==> src/rtl/ov7670_dvp_pkg.sv <==
// Shared types and constants for the OV7670 DVP test-pattern transmitter.
package ov7670_dvp_pkg;

  typedef enum logic [2:0] {
    IDLE,
    VSYNC,
    VBACK,
    ACTIVE,
    VFRONT
  } state_t;

  typedef enum logic [1:0] {
    RAMP_H,
    RAMP_V,
    CHECKER,
    SOLID_FCNT
  } pattern_t;

  // Chroma byte of every YUV422 pixel: neutral grey.
  localparam logic [7:0] CHROMA = 8'h80;

endpackage

==> src/rtl/ov7670_dvp_tx_if.sv <==
// Control and pixel-bus bundle between the DVP transmitter (master) and its user.
interface ov7670_dvp_tx_if;

  logic       enable;
  logic [1:0] mode;
  logic       vsync;
  logic       href;
  logic [7:0] dout;
  logic [7:0] frame_cnt;
  logic       frame_done;
  logic       busy;

  modport master (
    input  enable, mode,
    output vsync, href, dout, frame_cnt, frame_done, busy
  );

  modport slave (
    output enable, mode,
    input  vsync, href, dout, frame_cnt, frame_done, busy
  );

endinterface

==> src/rtl/ov7670_pattern_pixel.sv <==
// Combinational test-pattern byte generator: Y byte from the pattern, odd byte is chroma.
module ov7670_pattern_pixel
  import ov7670_dvp_pkg::*;
(
  input  logic [7:0] x_i,
  input  logic [7:0] y_i,
  input  logic       byte_sel_i,
  input  pattern_t   mode_i,
  input  logic [7:0] frame_cnt_i,
  output logic [7:0] byte_o
);

  logic [7:0] y_val;

  // Pick the luma value for the current pattern, then substitute chroma on odd bytes.
  always_comb begin
    y_val = 8'h00;
    case (mode_i)
      RAMP_H:     y_val = x_i;
      RAMP_V:     y_val = y_i;
      CHECKER:    y_val = (x_i[3] ^ y_i[3]) ? 8'hFF : 8'h00;
      SOLID_FCNT: y_val = frame_cnt_i;
      default:    y_val = 8'h00;
    endcase
    byte_o = byte_sel_i ? CHROMA : y_val;
  end

endmodule

==> src/rtl/ov7670_dvp_tx.sv <==
// OV7670-style DVP source: VSYNC/HREF/D with VGA YUV422 frame timing and test patterns.
//
// state  | meaning
// IDLE   | no frame in progress, waiting for enable
// VSYNC  | vsync high for v_sync_lines lines
// VBACK  | blank lines after vsync
// ACTIVE | active lines; href high for the first ACT bytes of each line
// VFRONT | blank lines after the active region; frame ends on its last cycle
//
// All outputs are a registered image of the current state/counters, so they
// trail the state register by one clock.
module ov7670_dvp_tx
  import ov7670_dvp_pkg::*;
#(
  parameter int h_active        = 640,
  parameter int h_blank         = 144,
  parameter int bytes_per_pixel = 2,
  parameter int v_sync_lines    = 3,
  parameter int v_back_lines    = 17,
  parameter int v_active        = 480,
  parameter int v_front_lines   = 10
) (
  input  logic              clk,
  input  logic              rst_n,
  ov7670_dvp_tx_if.master   dvp
);

  localparam int LINE = (h_active + h_blank) * bytes_per_pixel;
  localparam int ACT  = h_active * bytes_per_pixel;
  localparam int HW   = $clog2(LINE);
  // Line counter is sized generously; it only ever counts within one state.
  localparam int VW   = 16;

  function automatic int lines_of(state_t s);
    case (s)
      VSYNC:   return v_sync_lines;
      VBACK:   return v_back_lines;
      ACTIVE:  return v_active;
      VFRONT:  return v_front_lines;
      default: return 0;
    endcase
  endfunction

  // Frame-order successor; IDLE here marks "past the end of the frame".
  function automatic state_t succ(state_t s);
    case (s)
      VSYNC:   return VBACK;
      VBACK:   return ACTIVE;
      ACTIVE:  return VFRONT;
      default: return IDLE;
    endcase
  endfunction

  // First state at or after s with a non-zero line count, so empty states are skipped outright.
  function automatic state_t first_nonempty(state_t s);
    state_t r;
    r = s;
    for (int i = 0; i < 4; i++) begin
      if (r != IDLE && lines_of(r) == 0) r = succ(r);
    end
    return r;
  endfunction

  localparam state_t FIRST_ST = first_nonempty(VSYNC);

  state_t          state_q;
  pattern_t        mode_q;
  logic [HW-1:0]   hcnt_q;
  logic [VW-1:0]   vcnt_q;
  logic [7:0]      frame_cnt_q;
  logic            vsync_q;
  logic            href_q;
  logic [7:0]      dout_q;
  logic            frame_done_q;
  logic            busy_q;

  logic            h_last;
  logic            v_last;
  state_t          nxt_st;
  logic            frame_end;
  logic            href_d;
  logic [7:0]      pix_x;
  logic [7:0]      pix_y;
  logic            byte_sel;
  logic [7:0]      pix_byte;

  assign h_last    = (int'(hcnt_q) == LINE - 1);
  assign v_last    = (int'(vcnt_q) == lines_of(state_q) - 1);
  assign nxt_st    = first_nonempty(succ(state_q));
  assign frame_end = (state_q != IDLE) && h_last && v_last && (nxt_st == IDLE);
  assign href_d    = (state_q == ACTIVE) && (int'(hcnt_q) < ACT);
  assign pix_x     = 8'(int'(hcnt_q) / bytes_per_pixel);
  assign pix_y     = 8'(vcnt_q);
  assign byte_sel  = ((int'(hcnt_q) % bytes_per_pixel) != 0);

  ov7670_pattern_pixel u_pix (
    .x_i         (pix_x),
    .y_i         (pix_y),
    .byte_sel_i  (byte_sel),
    .mode_i      (mode_q),
    .frame_cnt_i (frame_cnt_q),
    .byte_o      (pix_byte)
  );

  // Frame sequencer, line/byte counters and registered output stage.
  always_ff @(posedge clk) begin
    if (!rst_n) begin
      state_q      <= IDLE;
      mode_q       <= RAMP_H;
      hcnt_q       <= '0;
      vcnt_q       <= '0;
      frame_cnt_q  <= '0;
      vsync_q      <= 1'b0;
      href_q       <= 1'b0;
      dout_q       <= 8'h00;
      frame_done_q <= 1'b0;
      busy_q       <= 1'b0;
    end else begin
      vsync_q      <= (state_q == VSYNC);
      href_q       <= href_d;
      dout_q       <= href_d ? pix_byte : 8'h00;
      frame_done_q <= frame_end;
      busy_q       <= (state_q != IDLE);
      // Count advances the cycle after the done pulse is visible.
      if (frame_done_q) frame_cnt_q <= frame_cnt_q + 8'd1;

      case (state_q)
        IDLE: begin
          hcnt_q <= '0;
          vcnt_q <= '0;
          if (dvp.enable) begin
            state_q <= FIRST_ST;
            mode_q  <= pattern_t'(dvp.mode);
          end
        end
        default: begin
          if (h_last) begin
            hcnt_q <= '0;
            if (v_last) begin
              vcnt_q <= '0;
              if (nxt_st != IDLE) begin
                state_q <= nxt_st;
              end else if (dvp.enable) begin
                state_q <= FIRST_ST;
                mode_q  <= pattern_t'(dvp.mode);
              end else begin
                state_q <= IDLE;
              end
            end else begin
              vcnt_q <= vcnt_q + VW'(1);
            end
          end else begin
            hcnt_q <= hcnt_q + HW'(1);
          end
        end
      endcase
    end
  end

  assign dvp.vsync      = vsync_q;
  assign dvp.href       = href_q;
  assign dvp.dout       = dout_q;
  assign dvp.frame_cnt  = frame_cnt_q;
  assign dvp.frame_done = frame_done_q;
  assign dvp.busy       = busy_q;

endmodule

==> src/flat_wrapper.sv <==
// flat-port wrapper written by rule: the top's interface ports become plain ports
module ov7670_dvp_tx_flat import ov7670_dvp_pkg::*;
#(
  parameter int h_active        = 640,
  parameter int h_blank         = 144,
  parameter int bytes_per_pixel = 2,
  parameter int v_sync_lines    = 3,
  parameter int v_back_lines    = 17,
  parameter int v_active        = 480,
  parameter int v_front_lines   = 10
)
  (clk, rst_n, dvp_enable, dvp_mode, dvp_vsync, dvp_href, dvp_dout, dvp_frame_cnt, dvp_frame_done, dvp_busy);
  ov7670_dvp_tx_if dvp_i ();
  input  logic clk;
  input  logic rst_n;
  input wire logic [$bits(dvp_i.enable)-1:0] dvp_enable;
  input wire logic [$bits(dvp_i.mode)-1:0] dvp_mode;
  output wire logic [$bits(dvp_i.vsync)-1:0] dvp_vsync;
  output wire logic [$bits(dvp_i.href)-1:0] dvp_href;
  output wire logic [$bits(dvp_i.dout)-1:0] dvp_dout;
  output wire logic [$bits(dvp_i.frame_cnt)-1:0] dvp_frame_cnt;
  output wire logic [$bits(dvp_i.frame_done)-1:0] dvp_frame_done;
  output wire logic [$bits(dvp_i.busy)-1:0] dvp_busy;
  assign dvp_i.enable = dvp_enable;
  assign dvp_i.mode = dvp_mode;
  assign dvp_vsync = dvp_i.vsync;
  assign dvp_href = dvp_i.href;
  assign dvp_dout = dvp_i.dout;
  assign dvp_frame_cnt = dvp_i.frame_cnt;
  assign dvp_frame_done = dvp_i.frame_done;
  assign dvp_busy = dvp_i.busy;
  ov7670_dvp_tx #(.h_active(h_active), .h_blank(h_blank), .bytes_per_pixel(bytes_per_pixel), .v_sync_lines(v_sync_lines), .v_back_lines(v_back_lines), .v_active(v_active), .v_front_lines(v_front_lines)) u_core (.clk(clk), .rst_n(rst_n), .dvp(dvp_i));
endmodule
==> config.mk <==
export PLATFORM = sky130hd
export DESIGN_NAME = ov7670_dvp_tx_flat
export DESIGN_NICKNAME = d
export VERILOG_FILES = /design/src/rtl/ov7670_dvp_pkg.sv /design/src/rtl/ov7670_dvp_tx_if.sv /design/src/rtl/ov7670_pattern_pixel.sv /design/src/rtl/ov7670_dvp_tx.sv /design/src/flat_wrapper.sv
export SDC_FILE = /design/constraint.sdc
export NUM_CORES = 1
export LEC_CHECK = 0
export BUFFER_PORTS_ARGS = -buffer_cell sky130_fd_sc_hd__buf_2
export CAP_MARGIN = 25
export CORE_UTILIZATION = 36
export CTS_BUF_LIST = sky130_fd_sc_hd__clkbuf_8
export CTS_CLUSTER_DIAMETER = 100
export DETAILED_ROUTE_END_ITERATION = 10
export PLACE_DENSITY = 0.54
export SETUP_SLACK_MARGIN = 0.02
export SLEW_MARGIN = 20
export SYNTH_ARGS = -nofsm -noshare
export SYNTH_HDL_FRONTEND = slang
export SYNTH_HIERARCHICAL = 1
export SYNTH_SLANG_ARGS = --single-unit
==> constraint.sdc <==
create_clock -name clk -period 5.85 [get_ports clk]
set_input_delay 1.17 -clock clk [delete_from_list [all_inputs] [get_ports clk]]
set_output_delay 1.17 -clock clk [all_outputs]
set_load 0.005 [all_outputs]
==> load_flow_metrics.sql <==
INSERT INTO impl_metrics (metric_group, metric, value, unit) VALUES
('place', 'dpl_worst_slack', '2.23', 'ns'),
('finish', 'layout.nets', '343', ''),
('clocking', 'cts-root-buf', 'sky130_fd_sc_hd__clkbuf_8', ''),
('logic_synthesis', 'synth_compound_area_frac', '0.0794', ''),
('critical_path', 'timing.critical_path.cells', 'xnor2_1 > nor2_1 > inv_1 > ha_1 > ha_1 > and2_1 > ha_1 > xor2_1 > nand4b_1 > a2111oi_1 > nand3_2 > nand2_1 > nor2_1', ''),
('timing', 'final_period_minus_worst_setup_slack', '3.63', 'ns'),
('logic_synthesis', 'synthesis.yosys.warnings', '6', ''),
('power_and_ir_drop', 'combinationalPowerShare', '0.109', ''),
('floorplan', 'floorplan.die.width', '89.0', 'um'),
('drt', 'wl_per_cell', '13.7', 'um'),
('timing', 'finalSetupTns', '0', 'ns'),
('drt', 'number_of_vias_after_detailed_routing', '2125', ''),
('timing', 'relative_slew_slack', '0.474', ''),
('logic_synthesis', 'netlist_area_before_placement', '0.00273', 'mm2'),
('floorplan', 'ioPinCount', '25', ''),
('finish', 'final_common_cell', 'sky130_fd_sc_hd__dfxtp_1', ''),
('logic_synthesis', 'synthesis.area_per_instance', '8.77', 'um2'),
('logic_synthesis', 'synthesis.instances', '311', ''),
('critical_path', 'crit_required', '6.04', 'ns'),
('global_routing', 'initial_antenna_violation_count', '0', ''),
('critical_path', 'worst-endpoint-arrival', '3.82', 'ns'),
('clocking', 'tritoncts', 'done', ''),
('drt', 'drt-pass1-iter-count', '4', ''),
('worst_hold_path', 'worst_hold_path_type', 'flop to flop', ''),
('power_and_ir_drop', 'netSwitchingPower', '178', 'uW'),
('timing', 'achievable-frequency', '0.276', 'GHz'),
('clocking', 'numCtsBuffers', '5', ''),
('logic_synthesis', 'synth-adder-area-share', '0.0413', ''),
('global_routing', 'grt_pass1_wl', '9.56', 'mm'),
('power_and_ir_drop', 'seqPwrFrac', '0.558', ''),
('global_routing', 'number_of_global_route_vias_before_repair', '1936', ''),
('timing', 'timing.final.ws_setup', '2.22', 'ns'),
('logic_synthesis', 'multiplexer_area_fraction_after_synthesis', '0.0518', ''),
('power_and_ir_drop', 'power.leakage', '1.14', 'nW'),
('timing', 'grt_setup_unrepaired', 'no', ''),
('clocking', 'tritoncts_num_sinks', '52', ''),
('critical_path', 'max_stage_delay', '0.59', 'ns'),
('floorplan', 'core_region_area', '0.00729', 'mm2'),
('clocking', 'clock_pin_slew_worst_setup_and_hold_paths', '0.10', 'ns'),
('logic_synthesis', 'netlist-cell-type-count', '45', ''),
('power_and_ir_drop', 'p_clk_frac', '0.333', ''),
('timing', 'fin_worst_skew', '0.00712', 'ns'),
('critical_path', 'cp-end-kind', 'flop', ''),
('clocking', 'cts_resized', '0', ''),
('floorplan', 'die_h', '89.0', 'um'),
('power_and_ir_drop', 'power', '654', 'uW'),
('global_routing', 'global_route.usage.total', '0.159', ''),
('floorplan', 'initial_utilization', '0.374', ''),
('place', 'routabilityCongestion', '0.820', ''),
('power_and_ir_drop', 'switching_share', '0.272', ''),
('floorplan', 'dieArea', '0.00793', 'mm2'),
('power_and_ir_drop', 'vdd_ir_drop_max', '121', 'uV'),
('critical_path', 'crit_type', 'flop to flop', ''),
('logic_synthesis', 'asyncSetResetFlopFracSynth', '0', ''),
('drt', 'drt_wl_total', '5.88', 'mm'),
('clocking', 'insertion_delay', '0.31', 'ns'),
('place', 'hpwlAfterDp', '4.31', 'mm'),
('critical_path', 'timing.critical_path.fanout_max', '15', ''),
('logic_synthesis', 'synth_seq_area_share', '0.382', ''),
('drt', 'drtIter0Drc', '86', ''),
('timing', 'slew_violations', '0', ''),
('finish', 'final_cell_area', '0.00299', 'mm2'),
('logic_synthesis', 'synth-main-ff-cell', 'sky130_fd_sc_hd__dfxtp_1', ''),
('finish', 'num_antenna_cells', '0', ''),
('timing', 'finalCritPeriodShare', '0.620', ''),
('critical_path', 'critical_path.startpoint_type', 'flop', ''),
('outcome', 'outcome', 'finished, final reports clean', ''),
('place', 'numPortBuffers', '24', ''),
('clocking', 'post_cts_buffers', '0', ''),
('logic_synthesis', 'synth-xor-area-share', '0.132', ''),
('logic_synthesis', 'combinational_family_with_the_most_area_after_synthesis', 'simple AND/OR/NAND/NOR gates', '');
-- critical path, delay by kind of cell, from the launching register on --
family	cells	cell delay [ns]
and+or+nand+nor	6	1.20
DFF	1	0.59
AOI/OAI and AO/OA	1	0.48
buffers and inverters	1	0.06
adders and majority gates	3	0.82
xor gates and xnor gates	2	0.37
-- per-layer routing --
layer	up-vias	global-route usage	routed length, um
met2	28	0.259	2700
met4	0	0.0491	60
met1	978	0.213	2940
li1	1112	-	-
met5	-	0	0
met3	7	0.0314	187
-- flip-flops by register name, indices dropped and copies added, names as in the netlist --
name / cells
u_core/dvp.dout: 8
u_core/hcnt_q: 11
u_core/dvp.frame_done: 1
u_core/dvp.frame_cnt: 8
u_core/vcnt_q: 16
u_core/dvp.busy: 1
u_core/dvp.vsync: 1
u_core/dvp.href: 1
u_core/state_q: 3
u_core/mode_q: 2
-- cells by family after synthesis --
logic type / after synthesis
adders and majority gates: 9
AOI/OAI and AO/OA: 29
xor gates and xnor gates: 41
and+or+nand+nor: 147
DFF: 52
muxes: 14
buffers and inverters: 19
-- final timing paths --
check	start	endpoint	slack, ns	cells after the start
hold reg to reg	u_core/hcnt_q[0]	u_core/hcnt_q[0]	0.53	1
setup reg to reg	u_core/state_q[0]	u_core/vcnt_q[2]	2.22	13
hold / removal	u_core/hcnt_q[0]	u_core/hcnt_q[0]	0.53	1
setup / recovery	u_core/state_q[0]	u_core/vcnt_q[2]	2.22	13
-- cells in the mapped netlist, types with 4 or more instances --
library cell,number,share of area
sky130_fd_sc_hd__nand2_1,24,0.033
sky130_fd_sc_hd__a211oi_1,6,0.017
sky130_fd_sc_hd__inv_1,6,0.0083
sky130_fd_sc_hd__dfxtp_1,52,0.38
sky130_fd_sc_hd__xor2_1,22,0.071
sky130_fd_sc_hd__clkbuf_1,5,0.0069
sky130_fd_sc_hd__ha_1,9,0.041
sky130_fd_sc_hd__a21oi_1,5,0.0092
sky130_fd_sc_hd__nor2_1,43,0.059
sky130_fd_sc_hd__nor3_1,5,0.0092
sky130_fd_sc_hd__mux2i_1,13,0.048
sky130_fd_sc_hd__xnor2_1,19,0.061
sky130_fd_sc_hd__o21ai_0,5,0.0092
sky130_fd_sc_hd__and3_1,12,0.028
sky130_fd_sc_hd__nand4_1,7,0.016
sky130_fd_sc_hd__nand3_1,17,0.031
sky130_fd_sc_hd__buf_4,4,0.011
sky130_fd_sc_hd__and2_1,17,0.039
-- power groups by stage --
stage          registers [mW]  clock network, mW  logic, mW
2_1_floorplan           0.368                  0     0.0634
3_3_place_gp            0.373                  0     0.0712
3_5_place_dp            0.373                  0     0.0707
4_1_cts                 0.365              0.226     0.0714
5_1_grt                 0.366              0.241     0.0814
6_report                0.365              0.218     0.0712
-- final cells by class --
class	instances	area, um2
Fill cell	778	4300
Timing Repair Buffer	24	120
Inverter	6	22.5
Tap cell	99	124
Sequential cell	52	1040
Clock inverter	3	27.5
Multi-Input combinational cell	240	1590
Clock buffer	5	68.8
-- stage by stage --
step | std cells | hold slack, ns | utilization
after floorplan | 311 | 0.438 | -
after global placement | 421 | 0.504 | 0.397
after detailed placement | 421 | 0.510 | 0.397
after CTS | 429 | 0.532 | 0.410
after global routing | 429 | 0.568 | 0.410
final | 429 | 0.528 | 0.410
Power figures use the tool's default switching activity.
